[src/rtl/disp_seq_ctrl.sv]
// disp_seq_ctrl: brings the sync generator out of reset, applies resolution
// changes and shutdown only at a vertical-sync boundary, counts frames.
// Optional feature: define DISP_TIMEOUT_EN to compile in the stall watchdog
// (TMO_ERR and automatic restart when vsync stops); otherwise TMO_ERR is 0.
module disp_seq_ctrl #(
  parameter int unsigned RSTLEN  = 16,
  parameter int unsigned SETTLE  = 4,
  parameter int unsigned TIMEOUT = 1500000
) (
  input  logic        DCLK,
  input  logic        DRST,
  input  logic        DSP_EN,
  input  logic [1:0]  RESOL_IN,
  input  logic        DSP_VSYNC_X,
  output logic        SG_RST,
  output logic [1:0]  SG_RESOL,
  output logic        SG_VRSTART,
  output logic        RUNNING,
  output logic [15:0] FRAME_CNT,
  output logic        TMO_ERR
);

  localparam int unsigned PH_MAX = (RSTLEN > SETTLE) ? RSTLEN : SETTLE;
  localparam int unsigned PH_W   = $clog2(PH_MAX + 1);
  localparam int unsigned FC_W   = 16;

  typedef enum logic [2:0] {
    S_OFF, S_HOLD, S_SETTLE, S_START, S_RUN, S_DRAIN
  } state_t;

  state_t            state_q, state_d;
  logic [PH_W-1:0]   ph_q, ph_d;
  logic [1:0]        resol_q, resol_d;
  logic [FC_W-1:0]   fc_d;
  logic              tmo_d;
  logic              vs_q;
  logic              vf;
  logic              stall;
  logic              resol_diff;

  assign vf         = vs_q & ~DSP_VSYNC_X;
  assign resol_diff = (RESOL_IN != resol_q);

`ifdef DISP_TIMEOUT_EN
  localparam int unsigned WD_W = 21;
  logic [WD_W-1:0] wd_q, wd_d;

  // Watchdog: counts while frames are expected, cleared by every vsync fall
  always_comb begin
    wd_d  = '0;
    stall = 1'b0;
    if (state_q == S_RUN || state_q == S_DRAIN) begin
      if (vf) begin
        wd_d = '0;
      end else if (wd_q == WD_W'(TIMEOUT - 1)) begin
        stall = 1'b1;
      end else begin
        wd_d = wd_q + 1'b1;
      end
    end
  end

  // Watchdog counter register
  always_ff @(posedge DCLK) begin
    if (DRST) wd_q <= '0;
    else      wd_q <= wd_d;
  end
`else
  assign stall = 1'b0;
`endif

  // Next-state, phase counter, latched resolution, frame count and error flag
  always_comb begin
    state_d = state_q;
    ph_d    = ph_q;
    resol_d = resol_q;
    fc_d    = FRAME_CNT;
    tmo_d   = TMO_ERR;
    case (state_q)
      S_OFF: begin
        if (DSP_EN) begin
          state_d = S_HOLD;
          ph_d    = '0;
          resol_d = RESOL_IN;
        end
      end
      S_HOLD: begin
        if (ph_q == PH_W'(RSTLEN - 1)) begin
          state_d = S_SETTLE;
          ph_d    = '0;
        end else begin
          ph_d = ph_q + 1'b1;
        end
      end
      S_SETTLE: begin
        if (ph_q == PH_W'(SETTLE - 1)) begin
          state_d = S_START;
          ph_d    = '0;
        end else begin
          ph_d = ph_q + 1'b1;
        end
      end
      S_START: begin
        state_d = S_RUN;
        fc_d    = '0;
      end
      S_RUN: begin
        if (vf) fc_d = FRAME_CNT + 1'b1;
        if (!DSP_EN || resol_diff) state_d = S_DRAIN;
      end
      S_DRAIN: begin
        if (vf) begin
          fc_d = FRAME_CNT + 1'b1;
          if (!DSP_EN) begin
            state_d = S_OFF;
          end else if (resol_diff) begin
            state_d = S_HOLD;
            ph_d    = '0;
            resol_d = RESOL_IN;
          end else begin
            state_d = S_RUN;
          end
        end
      end
      default: state_d = S_OFF;
    endcase
    // A stalled timing chain overrides any pending run/drain decision
    if (stall) begin
      tmo_d = 1'b1;
      if (DSP_EN) begin
        state_d = S_HOLD;
        ph_d    = '0;
        resol_d = RESOL_IN;
      end else begin
        state_d = S_OFF;
      end
    end
  end

  // State, history and registered outputs (outputs follow the current state)
  always_ff @(posedge DCLK) begin
    if (DRST) begin
      state_q    <= S_OFF;
      ph_q       <= '0;
      resol_q    <= '0;
      vs_q       <= 1'b1;
      SG_RST     <= 1'b1;
      SG_RESOL   <= '0;
      SG_VRSTART <= 1'b0;
      RUNNING    <= 1'b0;
      FRAME_CNT  <= '0;
      TMO_ERR    <= 1'b0;
    end else begin
      state_q    <= state_d;
      ph_q       <= ph_d;
      resol_q    <= resol_d;
      vs_q       <= DSP_VSYNC_X;
      SG_RST     <= (state_q == S_OFF) || (state_q == S_HOLD);
      SG_RESOL   <= resol_q;
      SG_VRSTART <= (state_q == S_START);
      RUNNING    <= (state_q == S_RUN) || (state_q == S_DRAIN);
      FRAME_CNT  <= fc_d;
      TMO_ERR    <= tmo_d;
    end
  end

endmodule

[config.mk]
export PLATFORM = sky130hd
export DESIGN_NAME = disp_seq_ctrl
export DESIGN_NICKNAME = d
export VERILOG_FILES = /design/src/rtl/disp_seq_ctrl.sv
export SDC_FILE = /design/constraint.sdc
export NUM_CORES = 1
export LEC_CHECK = 0
export CORE_MARGIN = 2
export CORE_UTILIZATION = 45
export DETAILED_ROUTE_END_ITERATION = 6
export GPL_ROUTABILITY_DRIVEN = 0
export GPL_TIMING_DRIVEN = 0
export PLACE_DENSITY = 0.69
export SETUP_SLACK_MARGIN = 0.4
export SLEW_MARGIN = 20
export SYNTH_ARGS = -nofsm -noshare
export SYNTH_HDL_FRONTEND = slang
export SYNTH_SLANG_ARGS = --single-unit
[constraint.sdc]
create_clock -name DCLK -period 3.8 [get_ports DCLK]
set_input_delay 0.76 -clock DCLK [delete_from_list [all_inputs] [get_ports DCLK]]
set_output_delay 0.76 -clock DCLK [all_outputs]
set_load 0.02 [all_outputs]
==> flow_metrics.tcl, run 1 <==
set metrics [dict create \
    status "completed" \
    clock_skew_ns 0.00357 \
    coreArea_mm2 0.00366 \
    grt-busiest-layer "met2" \
    critical-path-slowest-cell "clkdlybuf4s50_1" \
    critPathBufInv 2 \
    synth-simple-area-share_pct 27.0 \
    cts_buffers 5 \
    grt_max_degree 11 \
    met3_usage_pct 4.97 \
    synthCells 197 \
    antenna-diode-count 0 \
    synth_top_family_by_area "simple AND/OR/NAND/NOR gates" \
    syn_area_mm2 0.00170 \
    die_h_um 65.5 \
    grt_pass1_wl_mm 6.18 \
    use_met1_pct 25.5 \
    routedWlPerCell_um 13.4 \
    clockBufferDepth 2 \
    ctsHtreeMaxLevel 2 \
    synth_edf_count 0 \
    synth_area_per_cell_um2 8.64 \
    min-delay-start "FRAME_CNT[15]" \
    worst_pin_slew_ns 0.497 \
    die_w_um 65.5 \
    drive_gt1_share_pct 8.26 \
    routed_wl_mm 3.73 \
    cpLargestDelayFamily "buffers and inverters" \
    synthDistinctLibCells 51 \
    synth-adder-area-share_pct 2.94 \
    rsz0062_at_grt "false" \
    relSlewSlack_pct 66.6 \
    cts_tree "yes" \
    reg2reg_slack_ns 2.01 \
    setup_tns_ns 0 \
    postCtsSetupRepairBufs 0 \
    dpl.cell_count 271 \
    grt_use_total_pct 18.7 \
    cp.required_ns 3.97 \
    max_freq_ghz 0.445 \
    die-area_mm2 0.00429 \
    synth_nets 207 \
    areaGrowthSynthToFinish_pct 24.5 \
    worstPathMaxFanout 9 \
    hpwl_mm 2.71 \
    power.leakage_nw 0.732 \
    met2_usage_pct 27.6 \
    fin_crit_sh_pct 59.2 \
    ys_ff_latch 32 \
    synthXorXnorAreaFrac_pct 4.11 \
    period_needed_ns 2.25 \
    end_kind "flop" \
    cp-start-kind "input port" \
    crit_chain "clkdlybuf4s50_1 -> nand4bb_1 -> buf_2 -> a2111oi_4 -> nand4_1 -> mux2i_1" \
    fill_cells 338 \
    final_hold_viol_count 0 \
    overflow 0 \
    setup_viol 0 \
    drt_iter0_drc 61 \
    num_vias 1539 \
    slowest_delay_ns 0.47 \
    reg2reg_depth 5 \
    clk_pin_slew_ns 0.06 \
    min_path_type "reg -> reg" \
    cts_hold_buf 0 \
    cts_root_buf "clkbuf_8" \
    nNetsFinal 240 \
    ant_nets 0 \
    num_rows 22 \
    port_buffers 26 \
    pin_count 28 \
    r2r_end "state_q[0]" \
    drc 0 \
    ys_warn_count 0 \
    synth_seq_area_share_pct 37.6 \
    muxShareOfSynthArea_pct 2.35 \
    endpoint "FRAME_CNT[15]" \
    stdcell_count 278 \
    initial_utilization_pct 46.5 \
    critPathKind "in -> reg" \
    async_flop_share_pct 0 \
    clk_latency_ns 0.28 \
    cts_resized 0 \
    drv_slew 0 \
    rr_startpoint "ph_q[0]" \
    grt_pass1_vias 1369 \
    power.density_mw_per_mm2 357 \
    cp-startpoint "DSP_VSYNC_X" \
    viasPerCell 5.54 \
    synth_compound_area_share_pct 21.1 \
    crit_arrival_ns 2.42 \
    peakVddDrop_uv 263 \
    antenna_found_initial 0 \
    drtPass1Iterations 4 \
    cts.sinks 32 \
    cp_num_cells 6 \
    synthFlopType "dfxtp_1" \
    cap_violations 0 \
]
## cells in the final DEF (no fill, tap or decap), types with 2 or more instances in the layout
cell type and instances:
mux2i_1 4, nor2b_1 4, dfxtp_1 32, a21oi_1 14, inv_1 8, buf_1 2
clkbuf_8 7, buf_2 4, nand3_1 19, a2111o_1 2, o21ai_0 5, ha_1 4
nor2_1 16, and2_1 3, or3_1 6, o211ai_1 2, and3_1 2, a211oi_1 4
a2111oi_2 2, xnor2_1 7, nand2b_1 7, clkdlybuf4s50_1 26, nand4_1 3, nand2_1 15
a211o_1 4
## synth_stat cells, types with 3 or more instances
master | number | area share (%)
nand3_1 | 19 | 5.6
a211oi_1 | 4 | 1.8
o21ai_0 | 5 | 1.5
and2_1 | 3 | 1.1
ha_1 | 4 | 2.9
a21oi_1 | 14 | 4.1
dfxtp_1 | 32 | 38
nand2b_1 | 7 | 2.6
xnor2_1 | 7 | 3.6
inv_1 | 8 | 1.8
or3_1 | 6 | 2.2
nor2_1 | 16 | 3.5
nand2_1 | 15 | 3.3
buf_2 | 4 | 1.2
mux2i_1 | 4 | 2.4
nand4_1 | 3 | 1.1
a211o_1 | 4 | 2.1
nor2b_1 | 4 | 1.5
## routing by layer
metal / vias up / share of wire, %
li1: 786 / -
met1: 710 / 52
met2: 39 / 42
met3: 4 / 4.6
met4: 0 / 1.2
met5: - / 0
## how the worst min path moves through the flow
stage / slack, ns / depth (start not counted) / to
floorplan: 0.46 / 2 / ph_q[1]
global placement: 0.46 / 2 / FRAME_CNT[15]
detailed placement: 0.47 / 2 / FRAME_CNT[15]
CTS: 0.48 / 2 / FRAME_CNT[15]
global route: 0.50 / 2 / FRAME_CNT[15]
finish: 0.47 / 2 / FRAME_CNT[15]
## power by group
part | switching [mW] | internal (mW)
combinational | 0.0700 | 0.0476
clock | 0.121 | 0.161
sequential | 0.00968 | 0.348
total | 0.200 | 0.557
## cell type report
| cell class | count | area [um2] | share of cell area, % |
|---|---|---|---|
| Timing Repair Buffer | 26 | 260 | 12.3 |
| Buffer | 9 | 50.0 | 2.36 |
| Inverter | 8 | 30.0 | 1.42 |
| Multi-Input combinational cell | 148 | 982 | 46.3 |
| Clock buffer | 7 | 96.3 | 4.55 |
| Sequential cell | 32 | 641 | 30.2 |
| Tap cell | 48 | 60.1 | 2.83 |
## cells by family (layout without fill, tap and decap cells)
logic type | after synthesis | count (layout)
adder cells (fa/ha/maj) | 4 | 4
buffers and inverters | 17 | 50
flip-flops | 32 | 32
AND/OR/NAND/NOR | 86 | 86
XOR/XNOR | 8 | 8
AO/OA/AOI/OAI | 45 | 45
other | 1 | 1
multiplexers | 4 | 4
## flip-flops by register name, summed over array words and instances (netlist names)
name        cells
state_q         3
resol_q         2
RUNNING         1
SG_VRSTART      1
vs_q            1
ph_q            5
SG_RST          1
SG_RESOL        2
FRAME_CNT      16
## stage by stage
stage	total power [mW]	util [%]	setup WS, ns	hold WS, ns	instance area, um2
floorplan	0.449	-	1.88	0.461	1700
global placement	0.479	55.3	1.28	0.460	2020
CTS	0.759	57.9	1.54	0.483	2120
detailed placement	0.481	55.3	1.24	0.474	2020
finish	0.757	57.9	1.55	0.474	2120
global route	0.790	57.9	1.42	0.505	2120
## worst register-to-register path, cell delays in order (launching register included)
cell and delay [ns]:
dfxtp_1 0.37, ha_1 0.23, nor4b_1 0.44, o22a_1 0.33, o221ai_1 0.16, mux2i_1 0.15
(Power assumes the default switching activity.)
==> run 2: changes to the inputs <==
--- a/config.mk
+++ b/config.mk
@@ -10,7 +10,7 @@
 export DETAILED_ROUTE_END_ITERATION = 6
 export GPL_ROUTABILITY_DRIVEN = 0
 export GPL_TIMING_DRIVEN = 0
-export PLACE_DENSITY = 0.69
+export PLACE_DENSITY = 0.72
 export SETUP_SLACK_MARGIN = 0.4
 export SLEW_MARGIN = 20
 export SYNTH_ARGS = -nofsm -noshare
==> constraint.sdc (replaced) <==
create_clock -name DCLK -period 1.8 [get_ports DCLK]
set_input_delay 0.36 -clock DCLK [delete_from_list [all_inputs] [get_ports DCLK]]
set_output_delay 0.36 -clock DCLK [all_outputs]
set_load 0.02 [all_outputs]
==> run 2 against run 1 <==
Compared with the run above: power rose by 120%; critical path depth grew 1; sequential cell count unchanged; via count is 8.6% higher; sequential share of layout area decreased by 3.4 points; non-clock buffer count up 17; clock skew grew 0.0015 ns.
==> flow_metrics.tcl, run 2 (synthesis results as in run 1) <==
set metrics [dict create \
    status "completed" \
    final_hold_viol_count 0 \
    die_w_um 65.5 \
    critPathKind "reg -> reg" \
    end_kind "flop" \
    whs_path_depth 3 \
    grt_pass1_vias 1496 \
    clk_latency_ns 0.29 \
    peakVddDrop_uv 409 \
    largest_register_ffs 16 \
    power.density_mw_per_mm2 682 \
    die-area_mm2 0.00429 \
    max_freq_ghz 0.630 \
    slowest_delay_ns 0.38 \
    final_common_cell "dfxtp_1" \
    clock_skew_ns 0.00510 \
    stdcell_count 296 \
    drc 0 \
    hpwl_mm 2.65 \
    grt_use_total_pct 22.1 \
    crit_arrival_ns 1.81 \
    crit_top_cell "ha_4" \
    rr_startpoint "ph_q[0]" \
    cts.sinks 32 \
    routedWlPerCell_um 14.8 \
    p_comb_share_pct 21.1 \
    grt_max_degree 11 \
    drtPass1Iterations 4 \
    top_regs "FRAME_CNT x16, ph_q x5, state_q x3" \
    reg2reg_depth 7 \
    fill_cells 293 \
    power_mw 1.69 \
    port_buffers 26 \
    cap_violations 0 \
    setup_viol 0 \
    clockPowerShare_pct 33.6 \
    p_sw_share_pct 27.5 \
    cp.required_ns 2.02 \
    fin_crit_sh_pct 88.2 \
    p_int_mw 1.23 \
    drive_gt1_share_pct 35.9 \
    cpLargestDelayFamily "simple AND/OR/NAND/NOR gates" \
    num_rows 22 \
    worstPathMaxFanout 4 \
    drv_slew 0 \
    critical-path-slowest-cell "or3b_4" \
    cts_tree "yes" \
    rsz0062_at_grt "true" \
    placed_cell_area_mm2 0.00206 \
    ant_nets 0 \
    antenna-diode-count 0 \
    min_path_type "in -> reg" \
    nNetsFinal 257 \
    setup_tns_ns 0 \
    seq_power_share_pct 45.2 \
    worst_slack_ns 0.213 \
    fin_area_mm2 0.00248 \
    cts_buffers 5 \
    dpl.cell_count 271 \
    overflow 0 \
    r2r_end "ph_q[1]" \
    drt_iter0_drc 102 \
    final_cell_mix "19 x dfxtp_1, 16 x nand3_1, 16 x buf_4" \
    clockBufferDepth 2 \
    crit_chain "ha_4 -> nand3_4 -> inv_2 -> ha_4 -> o22a_4 -> or3b_4 -> a21oi_2" \
    whs_ns 0.481 \
    critPathBufInv 1 \
    top_register "FRAME_CNT" \
    clk_pin_slew_ns 0.06 \
    power.leakage_nw 0.924 \
    period_needed_ns 1.59 \
    areaGrowthSynthToFinish_pct 45.6 \
    pin_count 28 \
    ctsHtreeMaxLevel 2 \
    utilization_pct 67.7 \
    cts_root_buf "clkbuf_8" \
    min_to "vs_q" \
    coreArea_mm2 0.00366 \
    die_h_um 65.5 \
    min-delay-start "DSP_VSYNC_X" \
    cp-start-kind "flop" \
    reg2reg_slack_ns 0.21 \
    viasPerCell 5.65 \
    switchingPower_mw 0.465 \
    antenna_found_initial 0 \
    post-place-ws_ns -0.217 \
    num_vias 1672 \
    routed_wl_mm 4.39 \
    grt_pass1_wl_mm 7.15 \
    initial_utilization_pct 46.5 \
]
## run 2: cell types whose count changed in the layout (fill, tap and decap cells not counted), sizes merged
cell	change
clkbuf	+6
buf	+17
clkdlybuf4s15	+5
dlygate4sd2	+15
clkdlybuf4s50	-25
## run 2: what timing repair did
action	CTS	global route
buffers inserted	14	3
setup endpoints to repair	47	33
hold buffers	0	0
pin swaps	20	16
resized for setup	61	42
endpoints found under the hold margin	0	0
## run 2: final cells by class
type	instances	area [um2]	share of cell area, %
multi-input cells	148	1200	48.4
flip-flops and latches	32	664	26.8
plain buffers	9	73.8	2.98
clock buffers	8	90.1	3.63
repair buffers	43	362	14.6
inverters	8	30.0	1.21
well taps	48	60.1	2.42
## run 2: power groups by stage
stage                     Combinational, mW  Clock (mW)  Sequential, mW
final                                 0.357       0.569           0.765
after global placement                0.243           0           0.775
after floorplan                       0.180           0           0.773
after detailed placement              0.246           0           0.775
after global routing                  0.386       0.627           0.768
after CTS                             0.313       0.583           0.760
## run 2: how the worst max path moves through the flow
stage / startpoint / end / slack (ns) / cells after the start
after global routing: state_q[2] / FRAME_CNT[15] / 0.13 / 5
after global placement: DSP_VSYNC_X / FRAME_CNT[15] / -0.22 / 6
after CTS: ph_q[0] / ph_q[1] / 0.22 / 7
after detailed placement: DSP_VSYNC_X / FRAME_CNT[15] / -0.22 / 6
final: ph_q[0] / ph_q[1] / 0.21 / 7
after floorplan: ph_q[1] / ph_q[1] / 0.30 / 7
## run 2: layer usage
layer	vias up	global-route usage, %	share of wire, %
li1	820	-	-
met1	792	31.1	50
met2	52	30.7	43
met3	8	6.68	5.4
met4	0	9.90	2.2
met5	-	0	0
## run 2: tightest hold or removal path, cell delays in order
cell and delay (ns):
dlygate4sd2_1 0.25, inv_1 0.08, nand2_1 0.05
